## src/rtl/dmp_cfg_ctrl.sv

```systemverilog
// dmp_cfg_ctrl: programming side of the PMP/DMP checker. Holds pmpaddr,
// pmpcfg and dmpcfg entries plus the current domain, serves CSR reads and
// writes, enforces per-entry lock bits, and sequences domain switches so that
// in-flight memory accesses drain before the new domain takes effect.
// Optional feature: define DMP_DOMI_LOCK_EN so that only DOMI code may create
// or modify DOMI-owned dmpcfg entries.

package dmp_cfg_pkg;

  typedef enum logic [1:0] {
    ADDR_OFF   = 2'd0,
    ADDR_TOR   = 2'd1,
    ADDR_NA4   = 2'd2,
    ADDR_NAPOT = 2'd3
  } pmp_addr_mode_t;

  typedef struct packed {
    logic           locked;
    logic [1:0]     reserved;
    pmp_addr_mode_t addr_mode;
    logic           x;
    logic           w;
    logic           r;
  } pmpcfg_t;

  typedef enum logic [1:0] {
    DOMI = 2'd0,
    DOM0 = 2'd1,
    DOM1 = 2'd2,
    DOM2 = 2'd3
  } dmp_domain_t;

  typedef struct packed {
    dmp_domain_t domain;
  } dmpcfg_t;

endpackage

module dmp_cfg_ctrl
  import dmp_cfg_pkg::*;
#(
  parameter int unsigned NR_ENTRIES = 16,
  parameter int unsigned PMP_LEN    = 54,
  parameter int unsigned DATA_W     = 64,
  parameter int unsigned CNT_W      = 4,
  localparam int unsigned IDX_W     = (NR_ENTRIES > 1) ? $clog2(NR_ENTRIES) : 1
) (
  input  logic                             clk_i,
  input  logic                             rst_i,
  input  logic                             csr_req_i,
  input  logic                             csr_we_i,
  input  logic [1:0]                       csr_sel_i,
  input  logic [IDX_W-1:0]                 csr_idx_i,
  input  logic [DATA_W-1:0]                csr_wdata_i,
  output logic                             csr_gnt_o,
  output logic                             csr_rvalid_o,
  output logic [DATA_W-1:0]                csr_rdata_o,
  output logic                             csr_err_o,
  input  logic                             acc_issue_i,
  input  logic                             acc_done_i,
  output logic                             stall_o,
  output logic [NR_ENTRIES*PMP_LEN-1:0]    conf_addr_o,
  output pmpcfg_t [NR_ENTRIES-1:0]         pmpconf_o,
  output dmpcfg_t [NR_ENTRIES-1:0]         dmpconf_o,
  output dmp_domain_t                      curdom_o
);

  localparam logic [CNT_W-1:0] CNT_MAX = '1;

  typedef enum logic [1:0] {
    IDLE   = 2'd0,
    DRAIN  = 2'd1,
    SWITCH = 2'd2
  } state_t;

  state_t                                 state_q, state_d;
  logic [NR_ENTRIES-1:0][PMP_LEN-1:0]     addr_q;
  pmpcfg_t [NR_ENTRIES-1:0]               pmpcfg_q;
  dmpcfg_t [NR_ENTRIES-1:0]               dmpcfg_q;
  dmp_domain_t                            curdom_q;
  dmp_domain_t                            pending_q;
  logic [CNT_W-1:0]                       outstanding_q;

  logic                                   gnt;
  logic                                   switch_commit;
  logic                                   wr_entry;
  logic                                   domi_block;
  logic                                   wr_reject;
  logic                                   wr_ok;
  logic                                   sw_req;
  logic [DATA_W-1:0]                      rd_data;
  dmp_domain_t                            new_domain;

  assign new_domain = dmp_domain_t'(csr_wdata_i[1:0]);

  // Request decode: entry writes, lock enforcement, domain-switch requests.
  always_comb begin
    wr_entry   = gnt & csr_we_i & (csr_sel_i != 2'd3);
    sw_req     = gnt & csr_we_i & (csr_sel_i == 2'd3);
    domi_block = 1'b0;
`ifdef DMP_DOMI_LOCK_EN
    domi_block = (csr_sel_i == 2'd2) && (curdom_q != DOMI) &&
                 ((dmpcfg_q[csr_idx_i].domain == DOMI) || (new_domain == DOMI));
`else
    domi_block = 1'b0;
`endif
    wr_reject  = wr_entry & (pmpcfg_q[csr_idx_i].locked | domi_block);
    wr_ok      = wr_entry & ~wr_reject;
  end

  // Read-data mux, zero-extended to the CSR width.
  always_comb begin
    rd_data = '0;
    unique case (csr_sel_i)
      2'd0: rd_data[PMP_LEN-1:0]           = addr_q[csr_idx_i];
      2'd1: rd_data[$bits(pmpcfg_t)-1:0]   = pmpcfg_q[csr_idx_i];
      2'd2: rd_data[$bits(dmpcfg_t)-1:0]   = dmpcfg_q[csr_idx_i];
      default: rd_data[$bits(dmp_domain_t)-1:0] = curdom_q;
    endcase
  end

  // Switch FSM state register.
  always_ff @(posedge clk_i) begin
    if (rst_i) state_q <= IDLE;
    else       state_q <= state_d;
  end

  // Switch FSM next-state and control outputs; CSR is only served in IDLE.
  always_comb begin
    state_d       = state_q;
    gnt           = 1'b0;
    stall_o       = 1'b0;
    switch_commit = 1'b0;
    unique case (state_q)
      IDLE: begin
        gnt = csr_req_i;
        if (csr_req_i && csr_we_i && (csr_sel_i == 2'd3)) state_d = DRAIN;
      end
      DRAIN: begin
        stall_o = 1'b1;
        if (outstanding_q == '0) state_d = SWITCH;
      end
      SWITCH: begin
        stall_o       = 1'b1;
        switch_commit = 1'b1;
        state_d       = IDLE;
      end
      default: state_d = IDLE;
    endcase
  end

  assign csr_gnt_o = gnt;

  // Outstanding memory-access counter, saturating at both ends.
  always_ff @(posedge clk_i) begin
    if (rst_i) begin
      outstanding_q <= '0;
    end else if (acc_issue_i && !acc_done_i && (outstanding_q != CNT_MAX)) begin
      outstanding_q <= outstanding_q + 1'b1;
    end else if (acc_done_i && !acc_issue_i && (outstanding_q != '0)) begin
      outstanding_q <= outstanding_q - 1'b1;
    end
  end

  // Entry storage; updated only by accepted writes.
  always_ff @(posedge clk_i) begin
    if (rst_i) begin
      addr_q   <= '0;
      pmpcfg_q <= '0;
      for (int unsigned i = 0; i < NR_ENTRIES; i++) dmpcfg_q[i].domain <= DOMI;
    end else if (wr_ok) begin
      unique case (csr_sel_i)
        2'd0:    addr_q[csr_idx_i]          <= csr_wdata_i[PMP_LEN-1:0];
        2'd1:    pmpcfg_q[csr_idx_i]        <= pmpcfg_t'(csr_wdata_i[7:0]);
        default: dmpcfg_q[csr_idx_i].domain <= new_domain;
      endcase
    end
  end

  // Current and pending domain; the switch lands only in the SWITCH cycle.
  always_ff @(posedge clk_i) begin
    if (rst_i) begin
      curdom_q  <= DOMI;
      pending_q <= DOMI;
    end else begin
      if (sw_req)        pending_q <= new_domain;
      if (switch_commit) curdom_q  <= pending_q;
    end
  end

  // CSR response: one cycle after the grant, or after the switch completes.
  always_ff @(posedge clk_i) begin
    if (rst_i) begin
      csr_rvalid_o <= 1'b0;
      csr_err_o    <= 1'b0;
      csr_rdata_o  <= '0;
    end else begin
      csr_rvalid_o <= (gnt & ~sw_req) | switch_commit;
      csr_err_o    <= wr_reject;
      csr_rdata_o  <= (gnt && !csr_we_i) ? rd_data : '0;
    end
  end

  assign conf_addr_o = addr_q;
  assign pmpconf_o   = pmpcfg_q;
  assign dmpconf_o   = dmpcfg_q;
  assign curdom_o    = curdom_q;

endmodule

```

## config.mk

```make
export PLATFORM = sky130hd
export DESIGN_NAME = dmp_cfg_ctrl
export DESIGN_NICKNAME = d
export VERILOG_FILES = /design/src/rtl/dmp_cfg_ctrl.sv
export SDC_FILE = /design/constraint.sdc
export NUM_CORES = 2
export LEC_CHECK = 0
export CAP_MARGIN = 20
export CORE_AREA = 2 2 450 452
export DETAILED_ROUTE_END_ITERATION = 8
export DIE_AREA = 0 0 452 454
export MAX_ROUTING_LAYER = met4
export PLACE_DENSITY_LB_ADDON = 0.3
export SLEW_MARGIN = 30
export SYNTH_ARGS = -nofsm -noshare
export SYNTH_HDL_FRONTEND = slang
export SYNTH_SLANG_ARGS = --single-unit
```

## constraint.sdc

```tcl
create_clock -name clk_i -period 6.1 [get_ports clk_i]
set_input_delay 1.525 -clock clk_i [delete_from_list [all_inputs] [get_ports clk_i]]
set_output_delay 1.525 -clock clk_i [all_outputs]
set_load 0.05 [all_outputs]
```

# [Word level (Yosys, flattened, before mapping)]
# Index checks and enable logic that the tools add are counted.
[classes] addsub=2 mul=0 div_mod_pow=0 magnitude_cmp=2 n_eq_ne=9 n_shift=0 n_mux=25 bitwise_logic=12 n_reduce_logical=24
[op_table] operator="$bwmux 864" n=1
[op_table] operator="$bmux 54 s4" n=1
[op_table] operator="$demux 54 s4" n=1
[op_table] operator="$bwmux 128" n=1
[op_table] operator="$mux 54" n=2
[op_table] operator="$bmux 8 s4" n=1
[op_table] operator="$bwmux 32" n=1
[op_table] operator="$demux 8 s4" n=1
[op_table] operator="$mux 8" n=2
[op_table] operator="$pmux 6 s2" n=1
[op_table] operator="$bmux 2 s4" n=1
[op_table] operator="$demux 2 s4" n=1
[op_table] operator="$logic_and 1x1->1" n=8
[op_table] operator="$mux 2" n=4
[op_table] operator="$mux 4" n=2
[op_table] operator="$reduce_and 2->1" n=4
[op_table] operator="$and 1x1->1" n=6
[op_table] operator="$eq 2x2->1 const B" n=3
[op_table] operator="$ne 2x2->1 const B" n=3
[op_table] operator="$pmux 2 s3" n=1
[op_table] operator="$reduce_or 2->1" n=3
[op_table] operator="$lt 4x5->1 const B" n=1
[op_table] operator="$not 1->1" n=5
[op_table] operator="$add 4x1->4 const B" n=1
[op_table] operator="other kinds (13)" n=19
[word_totals] regBits=1100 latch_bits=0 ram_bits=0 romBits=0 in_bits=76 word_cells=211 memories=0

# [Longest topological paths before layout]
[depth] depth_word=8 ltp_mapped=11

# [Worst setup path before layout]
# No wires, ideal clock.
[synth_path] path_kind="input -> register" from="input port csr_req_i" to="register addr_q (netlist bit conf_addr_o[165])" setup_time_ns=0.070 arrival_ns=3.799 required_ns=6.030 path_slack_ns=2.231 stages=9 path_buffers=3 path_cell_list="nand2_1 clkinv_1 nand4_1 buf_1 or3_1 clkbuf_1 clkbuf_1 nand2_1 a21oi_1"
[synth_via] elab_chain_cells=7
[synth_rtl] element="from (decl)" line="50" text="input logic csr_req_i,"
[synth_rtl] element="$mux 1 (*)" line="134" text="unique case (state_q)"
[synth_rtl] element="net csr_gnt_o" line="55" text="output logic csr_gnt_o,"
[synth_rtl] element="$and 1x1->1 (*) (2 in a row)" line="98" text="wr_entry = gnt & csr_we_i & (csr_sel_i != 2'd3);"
[synth_rtl] element="$and 1x1->1" line="107" text="wr_reject = wr_entry & (pmpcfg_q[csr_idx_i].locked | domi_block);"
[synth_rtl] element="$not 1->1" line="108" text="wr_ok = wr_entry & ~wr_reject;"
[synth_rtl] element="$and 1x1->1 (*)" line="108"
[synth_rtl] element="$reduce_and 2->1 (no line) (*)"
[synth_rtl] element="to (signal, indexed assignment)" line="173" text="2'd0: addr_q[csr_idx_i] <= csr_wdata_i[PMP_LEN-1:0];"
[synth_rtl] element="to (decl)" line="77" text="logic [NR_ENTRIES-1:0][PMP_LEN-1:0] addr_q;"
# The timed path passes the listed nets; every way through them passes the cells marked *.
# A chain may end at the register's enable or synchronous reset.

# [Worst setup path after layout]
[layout_path] from="input port csr_req_i" to="output port csr_gnt_o"
[layout_via] elab_chain_cells=1
[layout_rtl] element="$mux 1" line="134"
[layout_rtl] element="to (decl)" line="55"
# No other way between the ends.

==> results by group <==
Status
  • Run status: finished clean

Layout
  • Top library cells by usage in the layout, fill and taps aside: sky130_fd_sc_hd__nand2_1, sky130_fd_sc_hd__clkdlybuf4s50_1, sky130_fd_sc_hd__dfxtp_1
  • Cell Count, Final, Fillers Out: between 8000 and 9000
  • Leading cell type in the layout, fill and taps excluded: sky130_fd_sc_hd__nand2_1
  • Post-layout util: 0.321
  • Growth of design area from synthesis to finish: 39.7%
  • Final instance area: ~64000 µm²
  • Total Nets Final: 6014
  • Proportion of layout cells with a drive suffix above 1: 0.112

STA
  • WHS: 0.462 ns
  • Final worst-path cycle share: 0.796
  • Time the final worst path needs with I/O delays and setup: 4.85 ns
  • RSZ-0062 raised after global routing: false
  • Endpoints failing hold: 0
  • Max Clock Skew: about 0.032 ns
  • Final setup TNS: 0 ns
  • Final Max Tran Viols: 0
  • Top achievable clock speed: 206 MHz
  • Worst slew margin: 0.289
  • Actual transition at the worst max-transition pin: about 1.1 ns
  • Final-report setup violation count: 0
  • Final Worst Setup Slack: roughly 1.2 ns

Pwr
  • Power density of the placed cells: roughly 250 nW/µm²
  • Cell Int Power: 12.0 mW
  • Final Power: 16.2 mW
  • Clk pwr share: 0.500
  • Net switching power: approximately 4.1 mW
  • Leakage power: about 20 nW
  • Seq pwr share: 0.443
  • Fraction of power spent switching nets: 0.255
  • Comb pwr share: 0.057
  • Maximum resistive drop on vdd: 237 µV

Synth
  • Syn. warnings: 0
  • Summed instance area of the synthesized netlist: between 40000 and 50000 µm²
  • Leading register cell type out of synthesis: sky130_fd_sc_hd__dfxtp_1
  • Async set or reset register ratio after synthesis: 0
  • Number of synthesized flops with an enable pin: 0
  • Synth cell types: slightly below 50
  • Cell count after synthesis: 5053
  • Mean area per synthesized cell: about 9 µm²
  • Sequential-to-total area share from yosys stat: 0.473
  • Number of synthesized register bits: about 1100

Floorplan
  • Die X-Extent: roughly 450 µm
  • Die outline area: 205000 µm²
  • Vert. Die Dim: approximately 450 µm
  • Core outline area: 201000 µm²
  • Initial Utilization: 0.230
  • Core Rows: ~170
  • Number of primary I/O pins: between 1000 and 1500

Clock tree
  • Number of post-CTS setup repair buffers: 0
  • Cts hold-fix bufs: 0
  • Clock tree root driver cell: sky130_fd_sc_hd__clkbuf_16
  • Clk sinks: approximately 1100
  • Worst-path clk slew: 0.06 ns
  • Count of H-tree levels built during CTS: 4
  • Latest clock arrival within the worst-skew pair: 0.82 ns
  • TritonCTS clock tree: built
  • Cts bufs inserted: 135
  • Max Root-Sink Buffers: 3
  • Resized cells post-CTS: 0

Setup path
  • End of the worst register-to-register path: pmpconf_o[116]$_SDFFE_PP0P_
  • Largest fanout on the critical path: 6
  • Flop2flop setup slack: roughly 2.5 ns
  • Critical path class: primary input to output port
  • Arrival time at the worst endpoint: 3.33 ns
  • Last element of the critical path: csr_gnt_o
  • Critical path data required time: approximately 4.6 ns
  • Kind of end point of the critical path: output port
  • Length in cells of the worst reg-to-reg path: 9
  • Startpoint of the worst register-to-register path: state_q[0]$_SDFFE_PP0P_
  • Launch point of the worst path: csr_req_i
  • Critical path startpoint category: primary input

Placement
  • Number of placed cells counting well taps: 8465
  • HPWL Detailed: roughly 180 mm
  • Worst setup slack before clock tree synthesis: 1.20 ns
  • IO Port Bufs: ~1100
  • Post-Place Cell Area: ~60000 µm²
  • Final weighted congestion in routability-driven placement: 0.914

GRT
  • Overflow after GRT: 0
  • Largest net degree at the start of global routing: 218
  • Wire length of the first global-routing pass: about 350 mm
  • Via count of the first global-routing pass: 41000
  • Antenna violations before repair: 16
  • Total track usage: 0.251

Drt
  • Via count normalized by instance count: slightly above 5
  • Antenna-violating nets left: 0
  • DR vias: approximately 44000
  • Pre-antenna DRT Iters: 6
  • Routed wire length: around 260 mm
  • Wire length per cell: ~30 µm
  • Remaining design rule violation count: 0
  • Iteration-0 DRC count of the detailed router: 5007

Worst hold path
  • HP Class: flop to flop

Run
  • Maximum Capacitance Violations: 0
==> critical path, cell delays in order <==
cell	delay, ns
sky130_fd_sc_hd__clkdlybuf4s50_1	0.52
sky130_fd_sc_hd__nand2_1	0.18
sky130_fd_sc_hd__clkinv_1	0.21
sky130_fd_sc_hd__clkdlybuf4s50_1	0.88
==> layer usage <==
metal  global-route usage  part of all wire  vias up
met5                    -                 0        -
met4                0.134             0.060        0
met3               0.0587             0.087      526
met2                0.398              0.47     2554
met1                0.295              0.38    21900
li1                     -                 -    18900
==> cell type report <==
class / count / area (µm²)
Multi-Input combinational cell: 3433 / 22200
Inverter: 26 / 97.6
Timing Repair Buffer: 1245 / 12600
Tap cell: 2672 / 3340
Antenna cell: 9 / 22.5
Sequential cell: 1090 / 21800
Clock buffer: 201 / 4000
Fill cell: 20600 / 136000
Clock inverter: 34 / 374
==> flip-flops by register name, indices dropped and copies added, names as in the netlist <==
name,flops
conf_addr_o,864
csr_err_o,1
csr_rdata_o,54
csr_rvalid_o,1
curdom_o,2
dmpconf_o,32
outstanding_q,4
pending_q,2
pmpconf_o,128
state_q,2
==> worst min-delay path by stage <==
stage                                        startpoint                       endpoint  slack [ns]  depth (start not counted)
final                     conf_addr_o[579]$_SDFFE_PP0P_  conf_addr_o[579]$_SDFFE_PP0P_        0.46                          2
after global routing      conf_addr_o[558]$_SDFFE_PP0P_  conf_addr_o[558]$_SDFFE_PP0P_        0.48                          2
after CTS                 conf_addr_o[539]$_SDFFE_PP0P_  conf_addr_o[539]$_SDFFE_PP0P_        0.46                          2
after detailed placement  conf_addr_o[539]$_SDFFE_PP0P_  conf_addr_o[539]$_SDFFE_PP0P_        0.46                          2
after global placement    conf_addr_o[493]$_SDFFE_PP0P_  conf_addr_o[493]$_SDFFE_PP0P_        0.45                          2
after floorplan               pending_q[0]$_SDFFE_PP0P_      pending_q[0]$_SDFFE_PP0P_        0.45                          2
==> cell usage after synthesis (6+ instances only) <==
cell type,count,area share
sky130_fd_sc_hd__mux4_2,307,0.15
sky130_fd_sc_hd__ha_1,6,0.0016
sky130_fd_sc_hd__a21oi_1,820,0.089
sky130_fd_sc_hd__buf_4,16,0.0026
sky130_fd_sc_hd__or4_1,7,0.0011
sky130_fd_sc_hd__nor2_1,220,0.018
sky130_fd_sc_hd__nor2b_1,52,0.0071
sky130_fd_sc_hd__buf_1,30,0.0024
sky130_fd_sc_hd__or3_1,9,0.0012
sky130_fd_sc_hd__nor4_4,23,0.011
sky130_fd_sc_hd__buf_2,97,0.011
sky130_fd_sc_hd__o21ai_0,9,0.00098
sky130_fd_sc_hd__nand4_1,14,0.0019
sky130_fd_sc_hd__inv_1,24,0.0020
sky130_fd_sc_hd__nor3_1,8,0.00087
sky130_fd_sc_hd__o22ai_1,24,0.0033
sky130_fd_sc_hd__dfxtp_1,1090,0.47
sky130_fd_sc_hd__nor4b_1,8,0.0015
sky130_fd_sc_hd__clkbuf_1,366,0.030
sky130_fd_sc_hd__nand2_1,1640,0.13
sky130_fd_sc_hd__mux2i_1,220,0.048
sky130_fd_sc_hd__nand3_1,11,0.0012
==> cells by family (layout without fill, tap and decap cells) <==
| kind of cell | after synthesis | count (layout) | synth area share |
|---|---|---|---|
| AND/OR/NAND/NOR | 2017 | 2017 | 0.182 |
| flip-flops | 1090 | 1090 | 0.473 |
| AO/OA/AOI/OAI | 865 | 865 | 0.0954 |
| buffers and inverters | 539 | 1506 | 0.0484 |
| multiplexers | 531 | 531 | 0.199 |
| adder cells (fa/ha/maj) | 7 | 7 | 0.00206 |
| XOR/XNOR | 3 | 3 | 0.000570 |
| other | 1 | 19 | 0.0000813 |
==> power by group through the flow <==
| stage | Clock [mW] | Combinational, mW | Sequential [mW] |
|---|---|---|---|
| final | 8.08 | 0.915 | 7.16 |
| after global routing | 8.53 | 0.956 | 7.16 |
| after CTS | 8.24 | 0.910 | 7.16 |
| after detailed placement | 0 | 0.908 | 7.32 |
| after global placement | 0 | 0.901 | 7.32 |
| after floorplan | 0 | 0.555 | 7.35 |
(Power assumes the default switching activity.)
